--- src/rtl/ifetch_queue.sv ---
// ifetch_queue: instruction prefetch queue between instruction memory and the
// IF/ID register. It issues one sequential fetch at a time, buffers returned
// words with their PCs in a circular FIFO, and flushes everything on a branch
// redirect. A response that was in flight at redirect time is dropped.
//
// Optional feature: define IFETCH_QUEUE_BYPASS_EN to present a response
// combinationally on the output port when the queue is empty.
module ifetch_queue #(
  parameter int unsigned DEPTH    = 4,
  parameter logic [63:0] RESET_PC = 64'h0
) (
  input  logic                       clk,
  input  logic                       reset,
  input  logic                       redirect_valid,
  input  logic [63:0]                redirect_pc,
  output logic                       imem_req,
  output logic [63:0]                imem_addr,
  input  logic                       imem_ready,
  input  logic                       imem_rvalid,
  input  logic [31:0]                imem_rdata,
  output logic                       out_valid,
  output logic [31:0]                out_instr,
  output logic [63:0]                out_pc,
  input  logic                       out_ready,
  output logic [$clog2(DEPTH+1)-1:0] count
);

  localparam int unsigned AW = $clog2(DEPTH);
  localparam int unsigned CW = $clog2(DEPTH + 1);
  localparam logic [CW-1:0] FULL = CW'(DEPTH);

  typedef enum logic [1:0] {
    S_FETCH,
    S_WAIT,
    S_DISCARD
  } state_e;

  state_e        state_q, state_d;
  logic [63:0]   fetch_pc_q, fetch_pc_d;
  logic [AW-1:0] rd_ptr_q, rd_ptr_d;
  logic [AW-1:0] wr_ptr_q, wr_ptr_d;
  logic [CW-1:0] count_q, count_d;

  logic [31:0]   instr_mem [DEPTH];
  logic [63:0]   pc_mem    [DEPTH];

  logic          fifo_valid;
  logic          bypass;
  logic          issue;
  logic          fifo_push;
  logic          fifo_pop;
  logic [63:0]   resp_pc;

  // Handshake decode and output selection.
  // NOTE: every signal written in an always_comb gets a value on every path
  // (defaults first), otherwise synthesis infers a latch.
  always_comb begin
    // fetch_pc already points past the outstanding request.
    resp_pc    = fetch_pc_q - 64'd4;
    fifo_valid = (count_q != '0);
    bypass     = 1'b0;
`ifdef IFETCH_QUEUE_BYPASS_EN
    bypass     = (state_q == S_WAIT) && !fifo_valid && imem_rvalid && !redirect_valid;
`endif
    // Requests only leave FETCH, so the outstanding slot never needs counting.
    imem_req   = reset && (state_q == S_FETCH) && (count_q < FULL) && !redirect_valid;
    imem_addr  = fetch_pc_q;
    out_valid  = reset && (fifo_valid || bypass);
    out_instr  = bypass ? imem_rdata : instr_mem[rd_ptr_q];
    out_pc     = bypass ? resp_pc    : pc_mem[rd_ptr_q];

    issue      = imem_req && imem_ready;
    fifo_pop   = fifo_valid && out_ready && !redirect_valid;
    // A bypassed word that is consumed immediately never enters storage.
    fifo_push  = (state_q == S_WAIT) && imem_rvalid && !redirect_valid &&
                 !(bypass && out_ready);
  end

  // Next-state logic for the FSM, fetch address and FIFO bookkeeping.
  always_comb begin
    state_d    = state_q;
    fetch_pc_d = fetch_pc_q;
    rd_ptr_d   = rd_ptr_q;
    wr_ptr_d   = wr_ptr_q;
    count_d    = count_q;

    case (state_q)
      S_FETCH: begin
        if (issue) begin
          state_d    = S_WAIT;
          fetch_pc_d = fetch_pc_q + 64'd4;
        end
      end
      S_WAIT: begin
        // A redirect with no response yet leaves one stale reply to swallow.
        if (imem_rvalid) begin
          state_d = S_FETCH;
        end else if (redirect_valid) begin
          state_d = S_DISCARD;
        end
      end
      S_DISCARD: begin
        if (imem_rvalid) begin
          state_d = S_FETCH;
        end
      end
      default: state_d = S_FETCH;
    endcase

    if (fifo_push) begin
      wr_ptr_d = wr_ptr_q + AW'(1);
    end
    if (fifo_pop) begin
      rd_ptr_d = rd_ptr_q + AW'(1);
    end
    case ({fifo_push, fifo_pop})
      2'b10:   count_d = count_q + CW'(1);
      2'b01:   count_d = count_q - CW'(1);
      default: count_d = count_q;
    endcase

    // Redirect overrides any same-cycle push, pop or issue.
    if (redirect_valid) begin
      fetch_pc_d = {redirect_pc[63:2], 2'b00};
      rd_ptr_d   = '0;
      wr_ptr_d   = '0;
      count_d    = '0;
    end
  end

  // Control state register with synchronous active-low reset.
  // NOTE: sequential state uses non-blocking assignments so every flop
  // samples its input before any of them update.
  always_ff @(posedge clk) begin
    if (!reset) begin
      state_q    <= S_FETCH;
      fetch_pc_q <= RESET_PC;
      rd_ptr_q   <= '0;
      wr_ptr_q   <= '0;
      count_q    <= '0;
    end else begin
      state_q    <= state_d;
      fetch_pc_q <= fetch_pc_d;
      rd_ptr_q   <= rd_ptr_d;
      wr_ptr_q   <= wr_ptr_d;
      count_q    <= count_d;
    end
  end

  // Payload storage write port.
  // NOTE: the storage array is deliberately not reset; count_q gates
  // out_valid, so unwritten entries are never presented.
  always_ff @(posedge clk) begin
    if (fifo_push) begin
      instr_mem[wr_ptr_q] <= imem_rdata;
      pc_mem[wr_ptr_q]    <= resp_pc;
    end
  end

  assign count = count_q;

endmodule
--- config.mk ---
export PLATFORM = sky130hd
export DESIGN_NAME = ifetch_queue
export DESIGN_NICKNAME = d
export VERILOG_FILES = /design/src/rtl/ifetch_queue.sv
export SDC_FILE = /design/constraint.sdc
export NUM_CORES = 1
export LEC_CHECK = 0
export BUFFER_PORTS_ARGS = -buffer_cell sky130_fd_sc_hd__buf_2
export CAP_MARGIN = 20
export CORE_MARGIN = 3
export CORE_UTILIZATION = 30
export CTS_CLUSTER_SIZE = 12
export DETAILED_ROUTE_END_ITERATION = 10
export GPL_ROUTABILITY_DRIVEN = 1
export PLACE_DENSITY_LB_ADDON = 0.2
export SYNTH_ARGS = -nofsm -noshare
export SYNTH_HDL_FRONTEND = slang
export SYNTH_SLANG_ARGS = --single-unit
export TNS_END_PERCENT = 20
--- constraint.sdc ---
create_clock -name clk -period 4.8 [get_ports clk]
set_clock_uncertainty 0.05 [all_clocks]
set_input_delay 0.96 -clock clk [delete_from_list [all_inputs] [get_ports clk]]
set_output_delay 0.96 -clock clk [all_outputs]
set_load 0.02 [all_outputs]
After elaboration in Yosys (flattened, before gate mapping)
Memories as Yosys holds them, arrays and structs flattened. A register that Yosys moved wholly into a read port is not among the register bits.
Index checks and enable logic that the tools add are counted.
{"block": "totals", "ram_bits": 384, "input_bits": 102, "register_bits": 73, "memories": 2}
{"name": "pc_mem", "words": 4, "word_bits": 64, "read_ports": 1, "rd_ports_with_merged_regs": 1, "write_ports": 1, "line_no": "45", "source": "logic [63:0] pc_mem [DEPTH];"}
{"name": "instr_mem", "words": 4, "word_bits": 32, "read_ports": 1, "rd_ports_with_merged_regs": 1, "write_ports": 1, "line_no": "44", "source": "logic [31:0] instr_mem [DEPTH];"}
{"block": "op_classes", "reduce_logical": 19, "bitwise": 1, "eq_ne": 7, "n_addsub": 6, "n_lt_le_gt_ge": 1, "mux": 15}
{"op": "64-bit 2-to-1 mux", "n": 3}
{"op": "64-bit by 3-bit adder with 64-bit output, second input constant", "n": 1}
{"op": "64-bit by 3-bit subtractor with 64-bit output, second input constant", "n": 1}
{"op": "2-bit 2-to-1 mux", "n": 8}
{"op": "1-bit logical AND", "n": 9}
{"op": "2-bit case mux with 3 select lines", "n": 1}
{"op": "3-bit case mux with 2 select lines", "n": 1}
{"op": "2-bit nonzero test", "n": 3}
{"op": "2-bit by 1-bit adder with 2-bit output, second input constant", "n": 2}
{"op": "2-bit by 1-bit equality test with 1-bit output, second input constant", "n": 2}
{"op": "2-bit equality test, second input constant", "n": 2}
{"op": "2-bit != test, second input constant", "n": 2}
{"op": "2-bit AND reduction", "n": 2}
{"op": "3-bit by 1-bit adder with 3-bit output, second input constant", "n": 1}
{"op": "3-bit less-than comparator, second input constant", "n": 1}
{"op": "3-bit != test, second input constant", "n": 1}
{"op": "3-bit AND reduction", "n": 1}
{"op": "3-bit nonzero test", "n": 1}
{"op": "3-bit by 1-bit subtractor with 3-bit output, second input constant", "n": 1}
{"op": "2-bit zero test", "n": 1}
{"op": "1-bit 2-to-1 mux", "n": 2}
{"op": "2-bit OR reduction", "n": 1}
{"op": "1-bit zero test", "n": 1}
{"op": "1-bit inverter", "n": 1}

Depth between registers and ports, before layout
Gate-level depths: netlist of the first run.
{"block": "depth", "ltp_word": 8, "mapped_depth": 10, "ltp_nobuf": 10}

Least setup slack after synthesis of the first run
No wires, ideal clock.
{"block": "synth_timing", "path_type": "input to register", "startpoint": "input redirect_valid", "endpoint": "memory instr_mem[0][0] (enable)", "setup_ns": 0.463, "path_buffers": 2, "t_arrival_ns": 3.740, "required_ns": 4.287, "setup_slack_ns": 0.547, "stages": 4, "path_cell_list": "clkbuf_1 clkbuf_1 nor2_1 and2_1"}
{"block": "synth_between", "elab_chain_cells": 4}
{"item": "from (decl)", "line_no": "14", "source": "input logic redirect_valid,"}
{"item": "1-bit zero test", "line_no": "75", "source": "fifo_push = (state_q == S_WAIT) && imem_rvalid && !redirect_valid &&"}
{"item": "1-bit logical AND", "line_no": "75"}
{"item": "1-bit 2-to-1 mux", "line_no": "154", "source": "if (fifo_push) begin"}
{"item": "1-bit 2-to-1 mux (implied by the code)", "line_no": "155", "source": "instr_mem[wr_ptr_q] <= imem_rdata;"}
{"item": "to (decl)", "line_no": "44"}
No other way between the ends.

==> metrics.log, run 1 <==
INFO  metric status = finished, final reports clean
INFO  metric drv.max_cap_violation_count = 0
INFO  metric regArea = 0.0128 mm^2
INFO  metric ios = 267
INFO  metric post_cts.repair.setup_buffers = 0
INFO  metric die_w = 260 um
INFO  metric post_synthesis_share_of_cell_area_spent_on_and_or_nand_and_nor_gates = 11.4%
INFO  metric leakagePower = 7.78 nW
INFO  metric finalWorstPathRequiredPeriod = 3.60 ns
INFO  metric power.density_cell_area = 377 mW/mm^2
INFO  metric syn-mean-instance-area = 14.8 um^2
INFO  metric route.vias.total = 12500
INFO  metric hold-worst-slack = 0.456 ns
INFO  metric drtAntennaViolNets = 0
INFO  metric insertion_delay = 0.59 ns
INFO  metric async_flop_share = 0%
INFO  metric cts_max_path_buffers = 3
INFO  metric clock-root-buffer = sky130_fd_sc_hd__clkbuf_16
INFO  metric final_number_of_max_transition_violations = 0
INFO  metric drt_drc_violations_left = 0
INFO  metric synth-warning-count = 0
INFO  metric final_net_count = 1650
INFO  metric num-fill-cells = 6137
INFO  metric antenna_violations_before_repair = 11
INFO  metric timing.critical_path.to_type = output port
INFO  metric finalHoldViolCount = 0
INFO  metric whs_path_depth = 2
INFO  metric dp_hpwl = 38600 um
INFO  metric max_freq = 0.278 GHz
INFO  metric drt-total-wl = 57200 um
INFO  metric worstPathRequired = 3.79 ns
INFO  metric sequential_area_share_after_synthesis = 65.7%
INFO  metric placed_cell_area = 0.0216 mm^2
INFO  metric worst_hold_path.endpoint = wr_ptr_q[1]$_SDFFE_PP0P_
INFO  metric setup_violations = 0
INFO  metric worstReg2RegStart = imem_addr[11]$_SDFFE_PN0P_
INFO  metric die-area = 0.0677 mm^2
INFO  metric first_global_vias = 12300
INFO  metric post_cts_hold_buffer_count = 0
INFO  metric gr-total-overflow = 0
INFO  metric port-buffer-count = 260
INFO  metric avgRoutedWirePerCell = 23.5 um
INFO  metric r2r_path_end = pc_mem[0][51]$_DFFE_PP_
INFO  metric grt_max_degree = 59
INFO  metric synth-main-ff-cell = sky130_fd_sc_hd__edfxtp_1
INFO  metric final_core_util = 36.7%
INFO  metric floorplan.initialDensity = 30.5%
INFO  metric clk_transition_reported_paths = 0.06 ns
INFO  metric die_height = 260 um
INFO  metric synth-compound-area-share = 4.12%
INFO  metric cts.repair.resized = 0
INFO  metric routabilityCongestion = 0.816
INFO  metric finalSetupTns = 0 ns
INFO  metric hold_path_startpoint = wr_ptr_q[1]$_SDFFE_PP0P_
INFO  metric worst-path-max-fanout = 29
INFO  metric tritoncts = yes
INFO  metric critical_path.startpoint_type = register
INFO  metric multiInputGateArea = 0.00613 mm^2
INFO  metric rows = 92
INFO  metric min-delay-path-class = reg -> reg
INFO  metric layoutNonFillerInstCount = 2430
INFO  metric kind_of_critical_path = reg -> out
INFO  metric track_usage = 16.6%
INFO  metric share_of_final_layout_standard_cells_stronger_than_drive_strength_1 = 29.8%
INFO  metric grt_setup_unrepaired = false
INFO  metric core_region_area = 0.0635 mm^2
INFO  metric ys_types = 61
INFO  metric drtIter0Drc = 1202
INFO  metric tightestPinTransition = 0.978 ns
INFO  metric layout-area-overhead-vs-synth = 20.1%
INFO  metric detail_route.vias_per_cell = 5.14
INFO  metric stdcell_area = 0.0233 mm^2
INFO  metric reg2reg_depth = 5
INFO  metric ir_drop = 0.252 mV
INFO  metric synth_fa_ha_area_share = 0.555%
INFO  metric postSynthCellCount = 1308
INFO  metric cts_sinks = 449
INFO  metric r2r_slack = 1.48 ns
INFO  metric synth_xor_area_share = 4.02%
INFO  metric cts-buffers-inserted = 51
INFO  metric number_of_enable_flip_flop_cells_after_synthesis = 376
INFO  metric placed_cells_incl_taps = 2333
INFO  metric relSlewSlack = 34.8%
INFO  metric finalCritPeriodShare = 75.0%
INFO  metric synthMuxAreaShare = 11.3%
INFO  metric combinational_family_with_the_most_area_after_synthesis = simple AND/OR/NAND/NOR gates
INFO  metric critical_path_arrival = 2.59 ns
INFO  metric first_pass_iters = 5
INFO  metric h-tree-depth = 2
INFO  metric ys_ff_latch = 449
INFO  metric global_route_wire_length_before_repair = 83700 um
INFO  metric mappedNetlistArea = 0.0194 mm^2
state kept, by name, indices dropped and copies added, names as in the netlist, named ones only:
name	count
pc_mem	248
rd_ptr_q	2
imem_addr	62
wr_ptr_q	2
instr_mem	128
state_q	2
count	3
logic make-up (layout without fill, tap and decap cells):
logic type                 Yosys count  after routing
AOI/OAI and AO/OA                  131            131
DFF                                449            449
xor gates and xnor gates            89             89
muxes                              102            102
and+or+nand+nor                    400            400
buffers and inverters              128            396
other                                1              9
adders and majority gates            8              8
synth_stat cells, drive strengths merged (40+ instances only):
| master | n | area (um^2) |
|---|---|---|
| nand3 | 40 | 213 |
| nand2 | 72 | 270 |
| mux4 | 94 | 2120 |
| nor4 | 45 | 282 |
| clkbuf | 67 | 254 |
| buf | 42 | 213 |
| xnor2 | 42 | 368 |
| xor2 | 47 | 412 |
| o21ai | 49 | 245 |
| edfxtp | 376 | 11300 |
| dfxtp | 73 | 1460 |
| nor2 | 63 | 236 |
critical path: stages (launching register included):
cell	delay [ns]
sky130_fd_sc_hd__dfxtp_4	0.78
sky130_fd_sc_hd__buf_4	0.45
sky130_fd_sc_hd__mux4_2	0.56
sky130_fd_sc_hd__buf_2	0.18
power breakdown:
| group | internal (mW) | switching [mW] |
|---|---|---|
| Sequential | 4.29 | 0.120 |
| Clock | 2.34 | 1.55 |
| Combinational | 0.166 | 0.316 |
| Total | 6.80 | 1.99 |
cell type report:
type	instances	share of cell area, %
flip-flops and latches	449	54.8
well taps	846	4.54
multi-input cells	734	26.3
repair buffers	285	6.87
clock buffers	65	5.89
clock inverters	27	1.28
diodes	5	0.0537
inverters	19	0.306
worst max-delay path by stage:
stage                    from                          to  slack [ns]  cells after the start
3_5_place_dp            reset  imem_addr[37]$_SDFFE_PN0P_        1.34                      6
4_1_cts              register                out_instr[1]        1.03                      3
2_1_floorplan  redirect_valid   instr_mem[0][0]$_DFFE_PP_        0.55                      4
6_report             register                out_instr[1]        1.20                      3
5_1_grt              register               out_instr[22]        0.95                      3
3_3_place_gp            reset                    imem_req        1.31                      6
layout by cell type, fill, tap and decap left out, types with 39 or more instances in the layout:
| cell type | count |
|---|---|
| sky130_fd_sc_hd__xor2_1 | 47 |
| sky130_fd_sc_hd__o21ai_0 | 49 |
| sky130_fd_sc_hd__nor2_1 | 63 |
| sky130_fd_sc_hd__buf_2 | 260 |
| sky130_fd_sc_hd__dfxtp_1 | 71 |
| sky130_fd_sc_hd__xnor2_1 | 42 |
| sky130_fd_sc_hd__clkbuf_16 | 53 |
| sky130_fd_sc_hd__nand2_1 | 72 |
| sky130_fd_sc_hd__edfxtp_1 | 376 |
| sky130_fd_sc_hd__mux4_2 | 94 |
| sky130_fd_sc_hd__nand3_1 | 39 |
| sky130_fd_sc_hd__nor4_1 | 45 |
routing by layer:
| layer | global-route usage, % | share of wire (%) |
|---|---|---|
| met4 | 4.12 | 2.2 |
| met1 | 23.7 | 45 |
| met2 | 25.2 | 45 |
| met5 | 0 | 0.044 |
| met3 | 4.48 | 8.6 |
through the flow:
stage | setup WS, ns | power [mW]
floorplan | 0.547 | 4.74
global placement | 1.31 | 4.97
detailed placement | 1.34 | 4.98
CTS | 1.03 | 8.90
global route | 0.952 | 9.11
finish | 1.20 | 8.78
Note: power is estimated with default switching activity, not from simulation.
==> run 2: changes to the inputs <==
==> constraint.sdc (replaced) <==
create_clock -name clk -period 3.5 [get_ports clk]
set_clock_uncertainty 0.05 [all_clocks]
set_input_delay 0.7 -clock clk [delete_from_list [all_inputs] [get_ports clk]]
set_output_delay 0.7 -clock clk [all_outputs]
set_load 0.02 [all_outputs]
==> run 2 against run 1 <==
Against the previous run:
- register-to-register slack got worse by 0.99 ns
- flip-flop and latch count unchanged
- largest cell class unchanged
- cell area increased by 1.5%
- combinational power increased by 49%
- critical path depth unchanged
- count of clock-buffer cells in the layout increased by 8
- first-iteration DRC count decreased by 14%
- die area unchanged
==> metrics.log, run 2 (synthesized netlist as in run 1, its figures left out) <==
INFO  metric floorplan.initialDensity = 30.5%
INFO  metric detail_route.vias_per_cell = 5.11
INFO  metric cts_max_path_buffers = 3
INFO  metric cts_sinks = 449
INFO  metric finalWorstPathRequiredPeriod = 3.16 ns
INFO  metric internal_power = 9.32 mW
INFO  metric layout-area-overhead-vs-synth = 21.9%
INFO  metric rows = 92
INFO  metric drtAntennaViolNets = 0
INFO  metric die_w = 260 um
INFO  metric post_cts_hold_buffer_count = 0
INFO  metric finalSetupTns = 0 ns
INFO  metric ir_drop = 0.334 mV
INFO  metric regArea = 0.0128 mm^2
INFO  metric gr-total-overflow = 0
INFO  metric grt_setup_unrepaired = false
INFO  metric max_flop_register = pc_mem
INFO  metric critical_path_arrival = 2.41 ns
INFO  metric timing.critical_path.to_type = output port
INFO  metric final_number_of_max_transition_violations = 0
INFO  metric drtIter0Drc = 1033
INFO  metric comb_power_share = 5.9%
INFO  metric multiInputGateArea = 0.00613 mm^2
INFO  metric post_cts.repair.setup_buffers = 0
INFO  metric routabilityCongestion = 0.804
INFO  metric tritoncts = yes
INFO  metric clock-root-buffer = sky130_fd_sc_hd__clkbuf_16
INFO  metric worst-path-max-fanout = 23
INFO  metric max_freq = 0.317 GHz
INFO  metric min-delay-path-class = in -> reg
INFO  metric track_usage = 16.9%
INFO  metric global_route_wire_length_before_repair = 84700 um
INFO  metric worstPathRequired = 2.75 ns
INFO  metric leading_cell_type_in_the_layout_fill_and_taps_excluded = sky130_fd_sc_hd__edfxtp_1
INFO  metric final_core_util = 37.2%
INFO  metric setup_violations = 0
INFO  metric die-area = 0.0677 mm^2
INFO  metric power_frac_seq = 49.4%
INFO  metric netSwitchingPower = 2.86 mW
INFO  metric avgRoutedWirePerCell = 23.5 um
INFO  metric drt-total-wl = 57900 um
INFO  metric status = finished, final reports clean
INFO  metric power_frac_clock = 44.7%
INFO  metric clk_transition_reported_paths = 0.06 ns
INFO  metric largest_reg_flops = 248
INFO  metric first_pass_iters = 5
INFO  metric route.vias.total = 12600
INFO  metric drt_drc_violations_left = 0
INFO  metric kind_of_critical_path = reg -> out
INFO  metric num-fill-cells = 6154
INFO  metric antenna_violations_before_repair = 8
INFO  metric h-tree-depth = 2
INFO  metric cts.repair.resized = 0
INFO  metric switching_share = 23.5%
INFO  metric drv.max_cap_violation_count = 0
INFO  metric finalCritPeriodShare = 90.2%
INFO  metric share_of_final_layout_standard_cells_stronger_than_drive_strength_1 = 31.6%
INFO  metric final_cell_mix = sky130_fd_sc_hd__edfxtp_1, sky130_fd_sc_hd__buf_2, sky130_fd_sc_hd__mux4_2, sky130_fd_sc_hd__nand2_1, sky130_fd_sc_hd__dfxtp_1
INFO  metric placed_cell_area = 0.0219 mm^2
INFO  metric first_global_vias = 12400
INFO  metric critical_path.startpoint_type = register
INFO  metric core_region_area = 0.0635 mm^2
INFO  metric stdcell_area = 0.0236 mm^2
INFO  metric power.density_cell_area = 515 mW/mm^2
INFO  metric leakagePower = 7.96 nW
INFO  metric finalHoldViolCount = 0
INFO  metric die_height = 260 um
INFO  metric tightestPinTransition = 0.679 ns
INFO  metric ios = 267
INFO  metric final_net_count = 1679
INFO  metric cts-buffers-inserted = 53
INFO  metric port-buffer-count = 260
INFO  metric grt_max_degree = 66
INFO  metric relSlewSlack = 54.6%
INFO  metric dp_hpwl = 39800 um
INFO  metric totalPowerFinal = 12.2 mW
INFO  metric insertion_delay = 0.61 ns
## run 2: power by group through the flow
stage / clock network (mW) / registers, mW / logic, mW
2_1_floorplan: 0 / 6.11 / 0.393
3_3_place_gp: 0 / 6.12 / 0.708
3_5_place_dp: 0 / 6.13 / 0.722
4_1_cts: 5.62 / 6.02 / 0.724
5_1_grt: 5.84 / 6.03 / 0.782
6_report: 5.44 / 6.02 / 0.719
## run 2: critical path, stage by stage (launching register included)
cell and delay [ns]:
sky130_fd_sc_hd__dfxtp_4 0.76, sky130_fd_sc_hd__buf_4 0.31, sky130_fd_sc_hd__mux4_2 0.55, sky130_fd_sc_hd__buf_2 0.18
## run 2: path summary, 6_finish.rpt
kind / from / end / slack [ns] / depth (start not counted)
min: imem_rdata[9] / instr_mem[1][9]$_DFFE_PP_ / 0.25 / 1
max: register / out_pc[21] / 0.34 / 3
max reg2reg: imem_addr[17]$_SDFFE_PN0P_ / imem_addr[60]$_SDFFE_PN0P_ / 0.49 / 5
min reg2reg: wr_ptr_q[1]$_SDFFE_PP0P_ / wr_ptr_q[1]$_SDFFE_PP0P_ / 0.45 / 2
## run 2: cell type report
class	count	area share [%]
antenna	1	0.0106
clock buffer	73	6.05
clock inverter	27	1.31
inverter	19	0.302
multi-input combinational	734	25.9
sequential	449	54.0
tap	846	4.48
timing repair buffer	312	7.95
## run 2: through the flow
| stage | instances | setup WS (ns) | hold WS [ns] |
|---|---|---|---|
| finish | 2461 | 0.343 | 0.248 |
| CTS | 2460 | 0.237 | 0.194 |
| global placement | 2360 | 0.472 | 0.438 |
| detailed placement | 2360 | 0.490 | 0.448 |
| floorplan | 1311 | -0.492 | 0.419 |
| global route | 2460 | 0.208 | 0.213 |
## run 2: routing by layer
layer / share of wire, % / track usage (%) / wire [um] / vias to the layer above
li1: - / - / - / 5661
met1: 45 / 23.8 / 25900 / 6406
met2: 46 / 26.4 / 26800 / 417
met3: 7.2 / 4.36 / 4140 / 76
met4: 1.6 / 3.16 / 952 / 10
met5: 0.13 / 0 / 78 / -
==> run 3: changes to the inputs <==
--- a/config.mk
+++ b/config.mk
@@ -13,6 +13,7 @@
 export DETAILED_ROUTE_END_ITERATION = 10
 export GPL_ROUTABILITY_DRIVEN = 1
 export PLACE_DENSITY_LB_ADDON = 0.2
+export REMOVE_ABC_BUFFERS = 1
 export SYNTH_ARGS = -nofsm -noshare
 export SYNTH_HDL_FRONTEND = slang
 export SYNTH_SLANG_ARGS = --single-unit
==> run 3 against run 2 <==
Against the previous run:
- fmax increased by 3.3%
- setup slack improved by 0.10 ns
- critical path type unchanged
- flip-flop and latch count unchanged
- sequential power about the same
- count of clock-buffer cells in the layout decreased by 13
- highest routed layer is now met4
- register-to-register slack got worse by 0.03 ns
- critical path depth unchanged
- utilization decreased by 0.48 points
- routed wire length decreased by 1.3%
- cell count decreased by 0.61%
==> metrics.log, run 3 (synthesized netlist as in run 1, its figures left out) <==
INFO  metric leading_cell_type_in_the_layout_fill_and_taps_excluded = sky130_fd_sc_hd__edfxtp_1
INFO  metric floorplan.initialDensity = 30.5%
INFO  metric layoutNonFillerInstCount = 2446
INFO  metric dp_hpwl = 38800 um
INFO  metric grt_setup_unrepaired = false
INFO  metric final_number_of_max_transition_violations = 0
INFO  metric avgRoutedWirePerCell = 23.4 um
INFO  metric insertion_delay = 0.59 ns
INFO  metric ios = 267
INFO  metric die_height = 260 um
INFO  metric die-area = 0.0677 mm^2
INFO  metric power.density_cell_area = 503 mW/mm^2
INFO  metric diodes = 0
INFO  metric h-tree-depth = 2
INFO  metric min-delay-path-class = in -> reg
INFO  metric timing.critical_path.to_type = output port
INFO  metric cts.repair.resized = 0
INFO  metric cts_max_path_buffers = 3
INFO  metric regArea = 0.0128 mm^2
INFO  metric rows = 92
INFO  metric comb_power_share = 6.1%
INFO  metric finalCritPeriodShare = 87.3%
INFO  metric kind_of_critical_path = reg -> out
INFO  metric clk_transition_reported_paths = 0.06 ns
INFO  metric route.vias.total = 12400
INFO  metric post_cts_hold_buffer_count = 0
INFO  metric die_w = 260 um
INFO  metric internal_power = 9.01 mW
INFO  metric tritoncts = yes
INFO  metric max_flop_register = pc_mem
INFO  metric drt_drc_violations_left = 0
INFO  metric global_route_wire_length_before_repair = 83600 um
INFO  metric power_frac_seq = 51.3%
INFO  metric track_usage = 16.7%
INFO  metric finalHoldViolCount = 0
INFO  metric setup_violations = 0
INFO  metric cts_sinks = 449
INFO  metric ir_drop = 0.308 mV
INFO  metric grt_max_degree = 66
INFO  metric drtIter0Drc = 1022
INFO  metric max_freq = 0.327 GHz
INFO  metric switching_share = 23.2%
INFO  metric core_region_area = 0.0635 mm^2
INFO  metric antenna_violations_before_repair = 2
INFO  metric final_net_count = 1673
INFO  metric final_cell_mix = sky130_fd_sc_hd__edfxtp_1, sky130_fd_sc_hd__buf_2, sky130_fd_sc_hd__mux4_2, sky130_fd_sc_hd__nand2_1, sky130_fd_sc_hd__dfxtp_1
INFO  metric placed_cells_incl_taps = 2357
INFO  metric clock-root-buffer = sky130_fd_sc_hd__clkbuf_16
INFO  metric first_pass_iters = 5
INFO  metric largest_reg_flops = 248
INFO  metric worst-path-max-fanout = 59
INFO  metric detail_route.vias_per_cell = 5.08
INFO  metric routabilityCongestion = 0.853
INFO  metric final_core_util = 36.7%
INFO  metric relSlewSlack = 53.8%
INFO  metric port-buffer-count = 260
INFO  metric gr-total-overflow = 0
INFO  metric leakagePower = 7.82 nW
INFO  metric netSwitchingPower = 2.72 mW
INFO  metric first_global_vias = 12400
INFO  metric critical_path.startpoint_type = register
INFO  metric layout-area-overhead-vs-synth = 20.3%
INFO  metric post_cts.repair.setup_buffers = 0
INFO  metric share_of_final_layout_standard_cells_stronger_than_drive_strength_1 = 30.8%
INFO  metric cts-buffers-inserted = 50
INFO  metric worstPathRequired = 2.75 ns
INFO  metric critical_path_arrival = 2.30 ns
INFO  metric multiInputGateArea = 0.00613 mm^2
INFO  metric drt-total-wl = 57100 um
INFO  metric drv.max_cap_violation_count = 0
INFO  metric num-fill-cells = 6165
INFO  metric finalWorstPathRequiredPeriod = 3.05 ns
INFO  metric tightestPinTransition = 0.688 ns
INFO  metric power_frac_clock = 42.6%
INFO  metric status = finished, final reports clean
INFO  metric drtAntennaViolNets = 0
## run 3: metal layers
metal / track usage, % / part of all wire (%)
met5: 0 / 0
met4: 3.58 / 1.8
met3: 4.14 / 7.3
met2: 27.3 / 48
met1: 22.5 / 43
## run 3: worst paths after layout
check	start	slack, ns	endpoint	depth (start not counted)
setup / recovery	register	0.45	out_pc[52]	3
hold / removal	imem_rdata[18]	0.27	instr_mem[0][18]$_DFFE_PP_	1
setup reg to reg	imem_addr[16]$_SDFFE_PN0P_	0.46	pc_mem[3][59]$_DFFE_PP_	6
hold reg to reg	wr_ptr_q[1]$_SDFFE_PP0P_	0.45	wr_ptr_q[1]$_SDFFE_PP0P_	2
## run 3: cell type report
type | instances | area share (%)
timing repair buffer | 309 | 7.58
sequential | 449 | 54.7
clock buffer | 60 | 5.61
multi-input combinational | 734 | 26.3
inverter | 19 | 0.306
tap | 846 | 4.54
clock inverter | 29 | 1.03
## run 3: power by group through the flow
stage / registers (mW) / logic [mW] / clock network (mW)
6_report: 6.01 / 0.717 / 5.00
5_1_grt: 6.02 / 0.784 / 5.38
4_1_cts: 6.01 / 0.724 / 5.16
3_5_place_dp: 6.12 / 0.721 / 0
3_3_place_gp: 6.12 / 0.708 / 0
2_1_floorplan: 6.16 / 0.292 / 0
## run 3: per-stage QoR
stage          total power, mW  area, um^2  worst slack [ns]  hold slack, ns  TNS (ns)
2_1_floorplan             6.46       18900             -1.90           0.419   -248.41
3_3_place_gp              6.83       21800             0.497           0.437         0
3_5_place_dp              6.85       21800             0.505           0.450         0
4_1_cts                   11.9       23300             0.377           0.225         0
5_1_grt                   12.2       23300             0.222           0.236         0
6_report                  11.7       23300             0.446           0.274         0
## run 3: critical path, stage by stage (launching register included)
cell	delay [ns]
sky130_fd_sc_hd__dfxtp_4	0.37
sky130_fd_sc_hd__buf_12	0.31
sky130_fd_sc_hd__mux4_2	0.63
sky130_fd_sc_hd__buf_2	0.19
